$ cat config.mk
export PLATFORM = sky130hd
export DESIGN_NAME = seg_scan_mux
export DESIGN_NICKNAME = d
export VERILOG_FILES = /design/src/rtl/seg_pkg.sv /design/src/rtl/seg_decode.sv /design/src/rtl/seg_scan_mux.sv
export SDC_FILE = /design/constraint.sdc
export NUM_CORES = 1
export LEC_CHECK = 0
export BUFFER_PORTS_ARGS = -buffer_cell sky130_fd_sc_hd__buf_2
export CORE_MARGIN = 3
export CORE_UTILIZATION = 50
export DETAILED_ROUTE_END_ITERATION = 7
export PLACE_DENSITY = 0.72
export SLEW_MARGIN = 10
export SYNTH_ARGS = -nofsm -noshare
export SYNTH_HDL_FRONTEND = slang
export SYNTH_SLANG_ARGS = --single-unit
$ cat constraint.sdc
create_clock -name clk -period 3.4 [get_ports clk]
set_input_delay 0 -clock clk [delete_from_list [all_inputs] [get_ports clk]]
set_output_delay 0 -clock clk [all_outputs]
set_load 0.05 [all_outputs]
$ cat src/rtl/seg_pkg.sv
// Shared 7-segment constants (active-high, {g,f,e,d,c,b,a}) and scan helpers
// for display drivers.
package seg_pkg;

  localparam logic [6:0] SEG_0     = 7'h3F;
  localparam logic [6:0] SEG_1     = 7'h06;
  localparam logic [6:0] SEG_2     = 7'h5B;
  localparam logic [6:0] SEG_3     = 7'h4F;
  localparam logic [6:0] SEG_4     = 7'h66;
  localparam logic [6:0] SEG_5     = 7'h6D;
  localparam logic [6:0] SEG_6     = 7'h7D;
  localparam logic [6:0] SEG_7     = 7'h07;
  localparam logic [6:0] SEG_8     = 7'h7F;
  localparam logic [6:0] SEG_9     = 7'h6F;
  localparam logic [6:0] SEG_A     = 7'h77;
  localparam logic [6:0] SEG_B     = 7'h7C;
  localparam logic [6:0] SEG_C     = 7'h39;
  localparam logic [6:0] SEG_D     = 7'h5E;
  localparam logic [6:0] SEG_E     = 7'h79;
  localparam logic [6:0] SEG_F     = 7'h71;
  localparam logic [6:0] SEG_BLANK = 7'h00;

  // One bit of a one-hot select: 1 when position pos is the selected index.
  function automatic logic onehot_sel(input logic [3:0] idx, input logic [3:0] pos);
    return idx == pos;
  endfunction

endpackage

$ cat src/rtl/seg_decode.sv
// Combinational nibble to active-high 7-segment decoder; values 10..15 are
// blank unless hex_mode is set.
module seg_decode
  import seg_pkg::*;
(
  input  logic [3:0] nibble,
  input  logic       hex_mode,
  output logic [6:0] seg
);

  always_comb begin
    seg = SEG_BLANK;
    case (nibble)
      4'h0: seg = SEG_0;
      4'h1: seg = SEG_1;
      4'h2: seg = SEG_2;
      4'h3: seg = SEG_3;
      4'h4: seg = SEG_4;
      4'h5: seg = SEG_5;
      4'h6: seg = SEG_6;
      4'h7: seg = SEG_7;
      4'h8: seg = SEG_8;
      4'h9: seg = SEG_9;
      4'hA: seg = hex_mode ? SEG_A : SEG_BLANK;
      4'hB: seg = hex_mode ? SEG_B : SEG_BLANK;
      4'hC: seg = hex_mode ? SEG_C : SEG_BLANK;
      4'hD: seg = hex_mode ? SEG_D : SEG_BLANK;
      4'hE: seg = hex_mode ? SEG_E : SEG_BLANK;
      4'hF: seg = hex_mode ? SEG_F : SEG_BLANK;
      default: seg = SEG_BLANK;
    endcase
  end

endmodule

$ cat src/rtl/seg_scan_mux.sv
// Time-multiplexed common-anode 7-segment scanner with frame-synchronous
// input shadowing, per-digit blink and an anti-ghosting blank interval.
module seg_scan_mux
  import seg_pkg::*;
#(
  parameter int NUM_DIGITS   = 8,
  parameter int SCAN_DIV     = 12500,
  parameter int GHOST_CYC    = 2,
  parameter int BLINK_FRAMES = 64,
  parameter int HEX_MODE     = 0,
  parameter int WEI_ACT_LOW  = 1,
  parameter int SEG_ACT_LOW  = 1
) (
  input  logic                    clk,
  input  logic                    rst_n,
  input  logic [4*NUM_DIGITS-1:0] digits,
  input  logic [NUM_DIGITS-1:0]   digit_en,
  input  logic [NUM_DIGITS-1:0]   dp,
  input  logic [NUM_DIGITS-1:0]   blink,
  output logic                    frame_start,
  output logic [NUM_DIGITS-1:0]   wei,
  output logic [7:0]              duan
);

  localparam int DIV_W = $clog2(SCAN_DIV);
  localparam int IDX_W = (NUM_DIGITS > 1) ? $clog2(NUM_DIGITS) : 1;
  localparam int FRM_W = $clog2(BLINK_FRAMES + 1);

  localparam logic [DIV_W-1:0]      DIV_LAST  = DIV_W'(SCAN_DIV - 1);
  localparam logic [DIV_W-1:0]      GHOST_LD  = DIV_W'(GHOST_CYC);
  localparam logic [IDX_W-1:0]      IDX_LAST  = IDX_W'(NUM_DIGITS - 1);
  localparam logic [FRM_W-1:0]      FRM_LAST  = FRM_W'(BLINK_FRAMES - 1);
  localparam logic [NUM_DIGITS-1:0] WEI_OFF   = (WEI_ACT_LOW != 0) ? '1 : '0;
  localparam logic [7:0]            SEG_OFF   = (SEG_ACT_LOW != 0) ? 8'hFF : 8'h00;

  if (NUM_DIGITS < 1 || NUM_DIGITS > 16 || SCAN_DIV < 2 || GHOST_CYC < 0 ||
      GHOST_CYC >= SCAN_DIV || BLINK_FRAMES < 1) begin : g_bad_params
    $fatal(1, "seg_scan_mux: illegal parameter combination");
  end

  logic [DIV_W-1:0]        div_cnt_reg;
  logic [IDX_W-1:0]        idx_reg;
  logic                    started_reg;
  logic [DIV_W-1:0]        ghost_cnt_reg;
  logic [FRM_W-1:0]        frame_cnt_reg;
  logic                    blink_phase_reg;
  logic [4*NUM_DIGITS-1:0] digits_sh_reg;
  logic [NUM_DIGITS-1:0]   en_sh_reg;
  logic [NUM_DIGITS-1:0]   dp_sh_reg;
  logic [NUM_DIGITS-1:0]   blink_sh_reg;
  logic [NUM_DIGITS-1:0]   wei_reg;
  logic [7:0]              duan_reg;
  logic                    frame_start_reg;

  logic                    tick;
  logic                    frame_edge;
  logic [IDX_W-1:0]        next_idx;
  logic [IDX_W-1:0]        pat_idx;
  logic                    blink_phase_next;
  logic [4*NUM_DIGITS-1:0] sel_digits;
  logic [NUM_DIGITS-1:0]   sel_en;
  logic [NUM_DIGITS-1:0]   sel_dp;
  logic [NUM_DIGITS-1:0]   sel_blink;
  logic [3:0]              nib_arr [NUM_DIGITS];
  logic [NUM_DIGITS-1:0]   onehot_next;
  logic [3:0]              pat_nibble;
  logic [6:0]              pat_seg;
  logic [7:0]              pattern_ah;
  logic [7:0]              duan_next;
  logic [NUM_DIGITS-1:0]   wei_next;

  assign tick       = (div_cnt_reg == DIV_LAST);
  assign next_idx   = (!started_reg || idx_reg == IDX_LAST) ? '0 : idx_reg + 1'b1;
  assign frame_edge = tick && (next_idx == '0);

  // At a frame boundary position 0 must already see the freshly sampled inputs.
  assign sel_digits = frame_edge ? digits   : digits_sh_reg;
  assign sel_en     = frame_edge ? digit_en : en_sh_reg;
  assign sel_dp     = frame_edge ? dp       : dp_sh_reg;
  assign sel_blink  = frame_edge ? blink    : blink_sh_reg;

  assign blink_phase_next = (frame_edge && frame_cnt_reg == FRM_LAST) ? ~blink_phase_reg
                                                                      : blink_phase_reg;

  // The tick path decodes the upcoming slot; the ghost-end path decodes the current one.
  assign pat_idx = tick ? next_idx : idx_reg;

  for (genvar gi = 0; gi < NUM_DIGITS; gi++) begin : g_pos
    assign nib_arr[gi]     = sel_digits[4*gi +: 4];
    assign onehot_next[gi] = onehot_sel(4'(next_idx), 4'(gi));
  end

  assign pat_nibble = nib_arr[pat_idx];

  seg_decode u_seg_decode (
    .nibble   (pat_nibble),
    .hex_mode (HEX_MODE != 0),
    .seg      (pat_seg)
  );

  always_comb begin
    pattern_ah = {sel_dp[pat_idx], pat_seg};
    if (!sel_en[pat_idx] || (sel_blink[pat_idx] && blink_phase_next)) begin
      pattern_ah = 8'h00;
    end
    duan_next = (SEG_ACT_LOW != 0) ? ~pattern_ah : pattern_ah;
    wei_next  = sel_en[next_idx] ? onehot_next : '0;
    if (WEI_ACT_LOW != 0) begin
      wei_next = ~wei_next;
    end
  end

  always_ff @(posedge clk or negedge rst_n) begin
    if (!rst_n) begin
      div_cnt_reg     <= '0;
      idx_reg         <= '0;
      started_reg     <= 1'b0;
      ghost_cnt_reg   <= '0;
      frame_cnt_reg   <= '0;
      blink_phase_reg <= 1'b0;
      digits_sh_reg   <= '0;
      en_sh_reg       <= '0;
      dp_sh_reg       <= '0;
      blink_sh_reg    <= '0;
      wei_reg         <= WEI_OFF;
      duan_reg        <= SEG_OFF;
      frame_start_reg <= 1'b0;
    end else begin
      frame_start_reg <= frame_edge;
      if (tick) begin
        div_cnt_reg <= '0;
        idx_reg     <= next_idx;
        started_reg <= 1'b1;
        wei_reg     <= wei_next;
        if (GHOST_CYC > 0) begin
          duan_reg      <= SEG_OFF;
          ghost_cnt_reg <= GHOST_LD;
        end else begin
          duan_reg <= duan_next;
        end
        if (frame_edge) begin
          digits_sh_reg   <= digits;
          en_sh_reg       <= digit_en;
          dp_sh_reg       <= dp;
          blink_sh_reg    <= blink;
          frame_cnt_reg   <= (frame_cnt_reg == FRM_LAST) ? '0 : frame_cnt_reg + 1'b1;
          blink_phase_reg <= blink_phase_next;
        end
      end else begin
        div_cnt_reg <= div_cnt_reg + 1'b1;
        if (ghost_cnt_reg != '0) begin
          ghost_cnt_reg <= ghost_cnt_reg - 1'b1;
          if (ghost_cnt_reg == DIV_W'(1)) begin
            duan_reg <= duan_next;
          end
        end
      end
    end
  end

  assign wei         = wei_reg;
  assign duan        = duan_reg;
  assign frame_start = frame_start_reg;

endmodule
# Word-level counts from Yosys, hierarchy flattened
# Cells that the tools add are included.
totals:
  ff_bits: 113
  inputBits: 58
  output_inout_bits: 17
  wordCells: 93
op_classes:
  n_addsub: 4
  magnitude_cmp: 3
  eq_ne: 26
  mux: 28
  bitwise: 4
  reduce_logical: 15
op_table:
  columns: ["cell", "n"]
  rows:
  - ["$pmux W7 S11", 1]
  - ["$mux W8", 8]
  - ["$mux W14", 3]
  - ["$eq A4 B4 Y1 const B", 8]
  - ["$mux W32", 1]
  - ["$eq A4 B3 Y1 const B", 4]
  - ["$not A8 Y8", 2]
  - ["$eq A3 B3 Y1 const B", 5]
  - ["$add A14 B1 Y14 const B", 1]
  - ["$eq A14 B1 Y1 const B", 1]
  - ["$eq A14 B14 Y1 const B", 1]
  - ["$reduce_bool A14 Y1", 1]
  - ["$sub A14 B1 Y14 const B", 1]
  - ["$bmux W1 S3", 4]
  - ["$bmux W4 S3", 1]
  - ["$eq A4 B2 Y1 const B", 2]
  - ["$lt A3 B4 Y1 const B", 2]
  - ["$mux W4", 2]
  - ["$add A7 B1 Y7 const B", 1]
  - ["$eq A7 B6 Y1 const B", 1]
  - ["$mux W7", 1]
  - ["$eq A3 B2 Y1 const B", 2]
  - ["$mux W3", 2]
  - ["$reduce_or A6 Y1", 1]
  - ["other kinds (14)", 24]

# Longest topological paths before layout
# Gate-level depths: netlist (run 1).
logic_depth:
  ltp_word: 17
  ltp_mapped: 14
  ltp_nobuf: 12

# By module
# A second synthesis (run 1) with hierarchy kept.
unflattened:
  cells_unflattened: 638
  hier_area_um2: 5685.5
modules_own_cells:
  columns: ["mod", "n_inst", "cells_per_inst", "area_per_inst_um2", "seq_area_each_um2"]
  rows:
  - ["seg_scan_mux", 1, 593, 5418.9, 2847.7]
  - ["seg_decode", 1, 45, 266.5, 0.0]

# Least setup slack after synthesis (run 1)
# OpenSTA, ideal clock, no wires.
synth_timing:
  kind: "register to register"
  from: "register idx_reg[0]"
  to: "register duan_reg[3] (netlist: duan[3])"
  setup_ns: 0.085
  t_arrival_ns: 2.954
  required_time_ns: 3.315
  path_slack_ns: 0.360
  stages_incl_launch_ff: 14
  path_buffers: 2
  synth_period_minus_slack_ns: 3.040
  path_cell_list: "dfrtp_1 > ha_1 > ha_1 > nand2b_1 > o21ai_0 > nand2_2 > buf_2 > inv_1 > buf_2 > o211ai_1 > o2bb2ai_4 > or2_4 > a221oi_2 > a21oi_1"
synth_via:
  elab_chain_cells: 17
  word_cells_on_any_way: 46
  cone_classes: "add/sub (1); eq/ne (16); mux (18); bitwise (2); reduce/logical (9)"
synth_lines:
  columns: ["item", "line_no", "text"]
  rows:
  - ["start, declared", "seg_scan_mux.sv:42", "logic [IDX_W-1:0] idx_reg;"]
  - ["start signal, assigned", "seg_scan_mux.sv:132", "idx_reg <= next_idx;"]
  - ["branches (longest 12 deep; another with $add A3 B1 Y3)", null, null]
  - ["$mux W8 *", "seg_scan_mux.sv:103", "if (!sel_en[pat_idx] || (sel_blink[pat_idx] && blink_phase_next)) begin"]
  - ["$not A8 Y8 *", "seg_scan_mux.sv:106", "duan_next = (SEG_ACT_LOW != 0) ? ~pattern_ah : pattern_ah;"]
  - ["$mux W8 *", "seg_scan_mux.sv:153", "if (ghost_cnt_reg == DIV_W'(1)) begin"]
  - ["$mux W8 *", "seg_scan_mux.sv:151", "if (ghost_cnt_reg != '0) begin"]
  - ["$mux W8 *", "seg_scan_mux.sv:130", "if (tick) begin"]
  - ["end signal, assigned", "seg_scan_mux.sv:139", "duan_reg <= duan_next;"]
  - ["end signal, assigned", "seg_scan_mux.sv:154", "duan_reg <= duan_next;"]
  - ["end, declared", "seg_scan_mux.sv:52", "logic [7:0] duan_reg;"]
# Every way passes the cells marked *. The select of a mux whose other input is x is not followed.
# A chain may end at the register's enable or synchronous reset.

# Worst setup path in the final report (run 1)
layout_timing:
  from: "register div_cnt_reg[11]"
  to: "register duan_reg[7] (netlist: duan[7])"
layout_via:
  elab_chain_cells: 12
  word_cells_on_any_way: 25
  cone_classes: "eq/ne (1); mux (15); bitwise (1); reduce/logical (8)"
layout_lines:
  columns: ["item", "line_no", "text"]
  rows:
  - ["start, declared", "seg_scan_mux.sv:41", "logic [DIV_W-1:0] div_cnt_reg;"]
  - ["start signal, assigned", "seg_scan_mux.sv:150", "div_cnt_reg <= div_cnt_reg + 1'b1;"]
  - ["$eq A14 B14 Y1 *", "seg_scan_mux.sv:72", "assign tick = (div_cnt_reg == DIV_LAST);"]
  - ["$logic_and A1 B1 Y1", "seg_scan_mux.sv:74", "assign frame_edge = tick && (next_idx == '0);"]
  - ["$mux W8", null, null]
  - ["$bmux W1 S3", "seg_scan_mux.sv:103", null]
  - ["$mux W1 (not written as such)", "seg_scan_mux.sv:103", null]
  - ["$logic_not A1 Y1 or $logic_and A1 B1 Y1 (tied branches)", "seg_scan_mux.sv:103", null]
  - ["$logic_or A1 B1 Y1", "seg_scan_mux.sv:103", null]
  - ["$mux W8", "seg_scan_mux.sv:103", null]
  - ["$not A8 Y8", "seg_scan_mux.sv:106", null]
  - ["$mux W8", "seg_scan_mux.sv:153", null]
  - ["$mux W8", "seg_scan_mux.sv:151", null]
  - ["$mux W8", "seg_scan_mux.sv:130", null]
# Mark *: on every way between the ends. The rest lies on a longest branch, timed or not. The select of a mux whose other input is x is not followed.

==> impl_results.md, run 1 <==
- Die footprint: between 10000 and 15000 µm²
- Leakage: 0.00348 µW
- # setup viols final: 0
- Slowest stage delay, CP: roughly 0.57 ns
- Io pins: 75
- Fin crit share: between 90% and 100%
- CP max FO: 10
- CTS tree: done
- Reg2reg start: div_cnt_reg[11]
- Status: complete, no violations
- Final hold violations: 0
- Die Wd: ~110 µm
- Register share of total power: just over 40%
- Average size of a mapped cell: around 10 µm²
- Die height: ~110 µm
- P_sw: between 600 and 700 µW
- Netlist cell types: 70
- Drt drc: 0
- Vias/cell: 5.57
- Antenna-violating nets left: 0
- Clk_lat worst skew: about 0.42 ns
- WL per Instance: 17.2 µm
- Top post-synthesis cells by area: dfrtp_1, nand2_1, dfstp_2, mux2_2, nor2_1
- Crit-path slowest cell: or4_4
- Comb power frac: 4.4%
- Worst-Margin Slew: around 0.74 ns
- Synth Net Count: ~660
- Core ar.: about 11000 µm²
- RSZ-0062 raised after global routing: false
- # rows: 38
- Cell mode on critical path: buf_6
- Number of global-route vias before repair: approximately 5100
- Min-Delay Path Class: input port to asynchronous set/reset pin
- Sequential area share after synthesis: 49.2%
- Vias: 5007
- Layout cells sized above 1: approximately 28%
- Clock buffer depth: 2
- Seq cells post-synth: about 110
- Max-Slew Margin vs Limit: around half
- Critical Path Source: div_cnt_reg[11]
- GPL Wtd Cong: about 0.92
- Number of synthesized flops with an enable pin: 0
- Max Clk Rate: between 300 and 400 MHz
- Largest net degree at the start of global routing: 49
- Startpoint types: register
- Area growth from synthesis to layout: 33.2%
- Dpl hpwl: about 10000 µm
- Sink Count: between 100 and 150
- Clock network power share: between 50% and 60%
- Area leader, netlist: dfrtp_1
- Root Driver: clkbuf_16
- DR pass1 iterations: 7
- CP Capture Type: register
- Mapped Area: 5790 µm²
- Post-synthesis async set-or-reset flop share: between 90% and 100%
- Ys flop type: dfrtp_1
- Switch share: roughly 20%
- CP Class: register to register
- Number of flip-flops in the largest register: 32
- Critical Path AT: 3.60 ns
- CP required: approximately 3.7 ns
- Antenna diodes: 0
- Final worst slack: approximately 0.13 ns
- Starting Density: a little over half
- P_int: between 2000 and 3000 µW
- Worst-path clk slew: roughly 0.06 ns
- First-pass GRT wire length: 25500 µm
- Final Power: between 3000 and 4000 µW
- DR iter-0 viols: 316
- Cell count after synthesis: around 600
- Remaining Overflow, GRT: 0
- YS warnings: 0
- Initial antenna violation count: 0
- Cell Chain, Critical Path: or4_4 > nor4_4 > buf_6 > buf_12 > mux2i_4 > buf_6 > mux2_2 > mux4_2 > nor2_2 > a31oi_1 > a21oi_1
- Total wire length: approximately 15000 µm
- Final non-filler cell area: 7710 µm²
- Area post-placement: 6450 µm²
- Setup Slack @ Placement: -0.0183 ns
- GRT Total Usage: ~25%
- Total CTS buffers: 17
- Max Slew Vio Count: 0
- Fin nets: between 800 and 900
- Fin crit period: between 3 and 4 ns
- Fin Clk Skew: a little under 0.01 ns
- Worst vdd ir: between 300 and 400 µV
- Synth top area share: roughly two fifths
- IO Port Bufs: 74
- Max H-tree Level: 4
- Max-cap violations: 0
- Pwr dens: approximately 430 nW/µm²
==> power by group through the flow <==
stage,Combinational [µW],Clock (µW),Sequential [µW]
finish,144,1780,1360
CTS,144,1800,1360
global placement,90.5,0,1380
floorplan,20.6,0,1390
detailed placement,92.7,0,1390
global route,159,1860,1360
==> kinds of logic (layout without fill, tap and decap cells) <==
logic type	Yosys count	in the layout	synth area share (%)
DFF	113	113	49.2
adders and majority gates	6	6	1.30
buffers and inverters	39	207	2.94
AOI/OAI and AO/OA	105	105	13.3
xor gates and xnor gates	24	24	3.63
and+or+nand+nor	260	260	20.9
muxes	44	44	8.82
==> per-layer routing <==
| metal | track usage [%] | vias up | routed length, µm |
|---|---|---|---|
| met3 | 6.84 | 29 | 1010 |
| met1 | 32.3 | 2400 | 6800 |
| met5 | 0 | - | 0 |
| li1 | - | 2399 | - |
| met2 | 40.5 | 179 | 7390 |
| met4 | 9.38 | 0 | 293 |
==> cell usage in the layout, fill, tap and decap left out, types with 16 or more instances in the layout <==
| cell type | Yosys | final |
|---|---|---|
| buf_4 | 0 | 30 |
| dfrtp_1 | 97 | 96 |
| mux2_2 | 30 | 30 |
| o21ai_0 | 18 | 17 |
| dfstp_2 | 16 | 16 |
| dlygate4sd3_1 | 0 | 57 |
| nor2_1 | 44 | 43 |
| nand2_1 | 131 | 131 |
| nand3_1 | 23 | 23 |
| buf_2 | 8 | 73 |
| clkbuf_16 | 0 | 18 |
==> final timing paths <==
path | end | slack [ns] | cells past startpoint
worst max-delay path | duan[7] | 0.13 | 11
worst min-delay path | dp_sh_reg[0] | 0.15 | 2
worst max register to register | duan[7] | 0.13 | 11
worst min register to register | blink_sh_reg[6] | 0.48 | 2
max in group asynchronous | wei[3] | 2.30 | 3
min in group clk | blink_sh_reg[2] | 0.31 | 4
==> synthesized netlist by cell type, types with 7 or more instances <==
| library cell | number |
|---|---|
| o21ai_0 | 18 |
| dfstp_2 | 16 |
| mux2_2 | 30 |
| buf_1 | 7 |
| inv_1 | 8 |
| o211ai_1 | 9 |
| dfrtp_1 | 97 |
| mux2i_1 | 9 |
| nor3_1 | 8 |
| nand2_1 | 131 |
| nand3_1 | 23 |
| buf_2 | 8 |
| nor2_1 | 44 |
| xnor2_1 | 14 |
| a21oi_1 | 14 |
| a31oi_1 | 14 |
| xor2_1 | 10 |
| clkbuf_1 | 13 |
==> critical path, delay by kind of cell, from the launching register on <==
kind / cells / cell delay, ns
buffers and inverters: 3 / 0.45
flip-flops: 1 / 0.41
AND/OR/NAND/NOR: 3 / 0.96
AO/OA/AOI/OAI: 2 / 0.26
multiplexers: 3 / 1.10
==> stage by stage <==
step,TNS [ns],hold slack (ns),std cells,util (%)
global placement,0,0.0519,806,58.2
global route,0,0.209,899,69.6
floorplan,0,-0.296,591,-
finish,0,0.152,899,69.6
CTS,-0.00300,0.162,895,68.8
detailed placement,-0.0322,0.0579,806,58.2
==> layout make-up <==
type / instances / area, µm²
clock buffer: 27 / 523
sequential: 113 / 2850
timing repair buffer: 165 / 1240
fill: 829 / 3370
inverter: 10 / 43.8
clock inverter: 5 / 75.1
tap: 140 / 175
multi-input combinational: 439 / 2800
==> repair_timing <==
action,4_1_cts,5_1_grt
cloned,0,1
pin swaps,0,5
endpoints found under the hold margin,104,0
hold buffers,57,0
setup endpoints to repair,5,10
gates resized for setup,2,12
buffers inserted,0,3
No activity file was read; power rests on OpenSTA's default activity.
==> inputs of run 2 (changes only) <==
--- a/config.mk
+++ b/config.mk
@@ -7,9 +7,9 @@
 export LEC_CHECK = 0
 export BUFFER_PORTS_ARGS = -buffer_cell sky130_fd_sc_hd__buf_2
 export CORE_MARGIN = 3
-export CORE_UTILIZATION = 50
+export CORE_UTILIZATION = 35
 export DETAILED_ROUTE_END_ITERATION = 7
-export PLACE_DENSITY = 0.72
+export PLACE_DENSITY = 0.54
 export SLEW_MARGIN = 10
 export SYNTH_ARGS = -nofsm -noshare
 export SYNTH_HDL_FRONTEND = slang
==> impl_results.md, run 2 (synthesis results as in run 1) <==
- Starting Density: 36.0% (-16 points)
- Root Driver: clkbuf_16
- Fin Clk Skew: 0.00958 ns (-0.000240 ns)
- P_int: 2620 µW (-0.38%)
- Drt drc: 0 (unchanged)
- GRT Total Usage: 18.2% (-6.9 points)
- Max-cap violations: 0 (unchanged)
- Top delay family on crit path: simple AND/OR/NAND/NOR gates
- GPL Wtd Cong: 0.781 (-15%)
- Total CTS buffers: 17 (unchanged)
- Commonest non-fill, non-tap cells in the layout: nand2_1, dfrtp_1, buf_2, dlygate4sd3_1, nor2_1
- Worst-Margin Slew: 1.03 ns (+0.291 ns)
- Die Wd: 135 µm (+18%)
- Comb power frac: 4.3% (about the same)
- Layout cells sized above 1: 27.2% (-0.55 points)
- Clk_lat worst skew: 0.42 ns (about the same)
- Number of flip-flops in the largest register: 32 (unchanged)
- Worst-path clk slew: 0.05 ns (about the same)
- Largest net degree at the start of global routing: 83 (+69%)
- R2R cell count: 10 (-1)
- Core ar.: 16100 µm² (+45%)
- Vias: 4910 (-1.9%)
- Final Power: 3290 µW (about the same)
- Max-Slew Margin vs Limit: 31.3% (-19 points)
- Antenna diodes: 0 (unchanged)
- P_sw: 666 µW (+1.1%)
- Worst vdd ir: 354 µV (-5.6%)
- Crit-path slowest cell: or4_4
- Cell Chain, Critical Path: or4_4 > or4_4 > mux2_4 > clkinv_4 > nand2_4 > o221a_4 > o2bb2ai_4 > or2_4 > a221oi_2 > a21oi_1
- Vias/cell: 5.05 (-9.3%)
- Leakage: 0.00346 µW (-0.42%)
- # fillers: 1470 (+77%)
- Critical Path AT: 3.57 ns (-0.03 ns)
- Clock network power share: 54.2% (about the same)
- Max Clk Rate: 309 MHz (+0.94%)
- IO Port Bufs: 74 (unchanged)
- Number of global-route vias before repair: 5148 (+0.68%)
- Slowest stage delay, CP: 0.59 ns (+0.02 ns)
- Fin crit period: 3.24 ns (-0.0306 ns)
- Io pins: 75 (unchanged)
- Fin nets: 808 (-0.25%)
- Dpl hpwl: 10700 µm (+7.4%)
- Remaining Overflow, GRT: 0 (unchanged)
- Cell depth of the worst setup path: 10 (-1)
- Util after Layout: 48.3% (-21 points)
- Final hold violations: 0 (unchanged)
- WP buf/inv: 1 (-2)
- Fin crit share: 95.2% (-0.90 points)
- DR iter-0 viols: 249 (-21%)
- Hold_ws: 0.298 ns (+0.147 ns)
- Total wire length: 15300 µm (-1.0%)
- Cell mode on critical path: or4_4
- RSZ-0062 raised after global routing: false
- CP Class: register to register
- Die height: 135 µm (+18%)
- Register share of total power: 41.5% (about the same)
- Die footprint: 18100 µm² (+40%)
- CP max FO: 9 (-1)
- Max Slew Vio Count: 0 (unchanged)
- Antenna-violating nets left: 0 (unchanged)
- Clock buffer depth: 2 (unchanged)
- # setup viols final: 0 (unchanged)
- First-pass GRT wire length: 26100 µm (+2.4%)
- Min-Delay Path Class: input port to register
- Initial antenna violation count: 0 (unchanged)
- Fin Setup TNS: 0 ns (unchanged)
- # rows: 46 (+21%)
- WL per Instance: 15.8 µm (-8.5%)
- DR pass1 iterations: 4 (-3)
- Pwr dens: 424 nW/µm² (-0.66%)
- Startpoint types: register
- Sink Count: 113 (unchanged)
- Hold Crit Depth: 4
- CTS tree: done
- CP required: 3.73 ns (about the same)
- Final worst slack: 0.162 ns (+0.0306 ns)
- Max H-tree Level: 4 (unchanged)
- Area growth from synthesis to layout: 34.0%
- Status: complete, no violations
- CP Capture Type: register
- Switch share: 20.2% (+0.24 points)
- Most common library cell in the layout ignoring fill and taps: nand2_1
- Setup Slack @ Placement: 0.105 ns (+0.123 ns)
-- run 2: cell type report --
| type | count | area (µm²) | area share (%) |
|---|---|---|---|
| tap | 216 | 270 | 3.49 |
| inverter | 10 | 43.8 | 0.565 |
| multi-input combinational | 439 | 2790 | 36.0 |
| clock buffer | 21 | 460 | 5.94 |
| timing repair buffer | 163 | 1210 | 15.6 |
| clock inverter | 10 | 135 | 1.74 |
| sequential | 113 | 2850 | 36.7 |
-- run 2: power by group through the flow --
stage,sequential (µW),combinational [µW],clock [µW]
2_1_floorplan,1390,20.6,0
3_3_place_gp,1390,92.3,0
3_5_place_dp,1390,92.9,0
4_1_cts,1360,144,1830
5_1_grt,1360,159,1890
6_report,1360,142,1780
-- run 2: worst reg2reg max path: cells and delay by family (launching register included) --
kind | cells | cell delay [ns]
AOI/OAI and AO/OA | 4 | 0.80
and+or+nand+nor | 4 | 1.48
buffers and inverters | 1 | 0.13
muxes | 1 | 0.36
DFF | 1 | 0.40
-- run 2: worst paths after layout --
kind,start,to,slack (ns)
worst max register to register,div_cnt_reg[11],duan[3],0.16
max in group asynchronous,rst_n,digits_sh_reg[9],2.23
worst min-delay path,digits[5],digits_sh_reg[5],0.30
worst max-delay path,div_cnt_reg[11],duan[3],0.16
min in group asynchronous,rst_n,en_sh_reg[5],0.33
worst min register to register,digits_sh_reg[10],digits_sh_reg[10],0.48
-- run 2: timing repair --
action                                  CTS  global route
endpoints found under the hold margin   122             0
resized for setup                         0             5
endpoints found under the setup margin    0             7
hold buffers                             57             0
setup buffers                             0             1
-- run 2: routing by layer --
layer / global-route usage (%) / part of all wire, % / vias up
li1: - / - / 2396
met1: 23.2 / 45 / 2401
met2: 30.4 / 50 / 96
met3: 3.95 / 3.4 / 17
met4: 6.90 / 1.6 / 0
met5: 0 / 0 / -
-- run 2: stage by stage --
stage / cells / cell area [µm²]
after floorplan: 591 / 5790
after global placement: 883 / 6560
after detailed placement: 883 / 6560
after CTS: 971 / 7730
after global routing: 972 / 7750
final: 972 / 7750
==> inputs of run 3 (changes only) <==
--- a/config.mk
+++ b/config.mk
@@ -6,10 +6,12 @@
 export NUM_CORES = 1
 export LEC_CHECK = 0
 export BUFFER_PORTS_ARGS = -buffer_cell sky130_fd_sc_hd__buf_2
+export CELL_PAD_IN_SITES_DETAIL_PLACEMENT = 1
+export CELL_PAD_IN_SITES_GLOBAL_PLACEMENT = 1
 export CORE_MARGIN = 3
 export CORE_UTILIZATION = 35
 export DETAILED_ROUTE_END_ITERATION = 7
-export PLACE_DENSITY = 0.54
+export PLACE_DENSITY = 0.66
 export SLEW_MARGIN = 10
 export SYNTH_ARGS = -nofsm -noshare
 export SYNTH_HDL_FRONTEND = slang
==> impl_results.md, run 3 (synthesis results as in run 1) <==
- Status: complete, no violations
- Sink Count: 113 (unchanged)
- Area growth from synthesis to layout: 34.5%
- Clock buffer depth: 2 (unchanged)
- Vias/cell: 5.18 (+2.6%)
- CP Class: register to register
- # fillers: 1817 (+24%)
- Worst-path clk slew: 0.06 ns (about the same)
- Max Clk Rate: 300 MHz (-3.0%)
- DR iter-0 viols: 272 (+9.2%)
- Die footprint: 18100 µm² (unchanged)
- GRT Total Usage: 20.1% (+1.9 points)
- Fin Clk Skew: 0.00944 ns (-0.000137 ns)
- Most common library cell in the layout ignoring fill and taps: nand2_1
- Fin crit share: 98.2% (+3.0 points)
- CP Capture Type: register
- Startpoint types: register
- Number of flip-flops in the largest register: 32 (unchanged)
- Placed Instances: 883 (unchanged)
- CP required: 3.73 ns (about the same)
- Fin crit period: 3.34 ns (+0.101 ns)
- Fin nets: 814 (+0.74%)
- Worst-Margin Slew: 0.958 ns (-0.0721 ns)
- Max H-tree Level: 4 (unchanged)
- Remaining Overflow, GRT: 0 (unchanged)
- CTS tree: done
- GPL Wtd Cong: 0.828 (+6.1%)
- Layout cells sized above 1: 27.9% (+0.67 points)
- CP max FO: 23 (+14)
- Crit-path slowest cell: or4_4
- WL per Instance: 17.9 µm (+13%)
- Number of global-route vias before repair: 5623 (+9.2%)
- Max-Slew Margin vs Limit: 36.1% (+4.8 points)
- Die Wd: 135 µm (unchanged)
- Io pins: 75 (unchanged)
- Drt drc: 0 (unchanged)
- Non-filler instance count after layout: 979 (+0.72%)
- Total CTS buffers: 17 (unchanged)
- Cell Chain, Critical Path: or4_4 > nor4_4 > buf_4 > nand2_2 > buf_6 > mux2_2 > o221a_4 > o2bb2ai_4 > or2_4 > a221oi_4 > a21oi_1
- Max Slew Vio Count: 0 (unchanged)
- Reg2reg setup slack: 0.06 ns (-0.10 ns)
- Util after Layout: 48.5% (+0.19 points)
- # rows: 46 (unchanged)
- Worst vdd ir: 346 µV (-2.4%)
- DR pass1 iterations: 4 (unchanged)
- Final hold violations: 0 (unchanged)
- First-pass GRT wire length: 28900 µm (+11%)
- IO Port Bufs: 74 (unchanged)
- Largest net degree at the start of global routing: 72 (-13%)
- Min-Delay Path Class: input port to asynchronous set/reset pin
- Initial antenna violation count: 0 (unchanged)
- Dpl hpwl: 12000 µm (+11%)
- Leakage: 0.00346 µW (about the same)
- Die height: 135 µm (unchanged)
- Pwr dens: 416 nW/µm² (-1.9%)
- Max-cap violations: 0 (unchanged)
- Clk_lat worst skew: 0.42 ns (about the same)
- Total wire length: 17500 µm (+14%)
- Antenna-violating nets left: 0 (unchanged)
- Critical Path AT: 3.67 ns (+0.10 ns)
- Slowest stage delay, CP: 0.60 ns (about the same)
- Commonest non-fill, non-tap cells in the layout: nand2_1, dfrtp_1, buf_2, dlygate4sd3_1, nor2_1
- Antenna diodes: 0 (unchanged)
- Core ar.: 16100 µm² (unchanged)
- Vias: 5074 (+3.3%)
- Root Driver: clkbuf_16
- Starting Density: 36.0% (unchanged)
- # setup viols final: 0 (unchanged)
==> run 3: worst paths after layout <==
path,start,depth (start not counted),to
min in group clk,digits[14],4,digits_sh_reg[14]
setup / recovery,div_cnt_reg[11],11,duan[3]
max in group asynchronous,rst_n,3,blink_phase_reg
setup reg to reg,div_cnt_reg[11],11,duan[3]
hold reg to reg,digits_sh_reg[10],2,digits_sh_reg[10]
hold / removal,rst_n,2,en_sh_reg[2]
==> run 3: power by group <==
group,switching [µW],internal (µW),total [µW]
sequential,3.79,1360,1360
combinational,64.3,82.3,147
clock,621,1110,1730
total,689,2550,3240
==> run 3: per-stage QoR <==
step                      setup slack [ns]  hold slack (ns)  setup TNS (ns)  total power (µW)  cell area (µm²)
after floorplan                      0.360           -0.296               0              1410             5790
after global placement               0.185            0.190               0              1480             6540
after detailed placement            0.0896            0.197               0              1480             6540
after CTS                           0.0626            0.293               0              3280             7680
after global routing               -0.0922            0.326         -0.0922              3370             7780
final                               0.0615            0.285               0              3240             7780
==> run 3: timing repair <==
item / 4_1_cts / 5_1_grt
hold buffers: 57 / 0
endpoints found under the hold margin: 111 / 0
setup endpoints to repair: 0 / 7
resized for setup: 0 / 11
buffers inserted: 0 / 7
==> run 3: cell type report <==
class	instances	area, µm²	share of cell area (%)
timing repair buffer	169	1240	16.0
multi-input combinational	439	2810	36.0
clock inverter	10	110	1.41
sequential	113	2850	36.6
inverter	10	43.8	0.563
tap	216	270	3.47
clock buffer	22	464	5.96
==> run 3: metal layers <==
| metal | GRT usage [%] | vias up | wire, µm |
|---|---|---|---|
| met5 | 0 | - | 0 |
| met4 | 6.79 | 0 | 302 |
| met3 | 4.66 | 25 | 473 |
| met2 | 34.4 | 77 | 8990 |
| met1 | 25.2 | 2566 | 7730 |
| li1 | - | 2406 | - |
==> run 3: worst max-delay path: cells and delay by family, from the launching register on <==
| family | cells | cell delay [ns] |
|---|---|---|
| muxes | 1 | 0.33 |
| AOI/OAI and AO/OA | 4 | 0.87 |
| and+or+nand+nor | 4 | 1.25 |
| buffers and inverters | 2 | 0.39 |
| DFF | 1 | 0.41 |
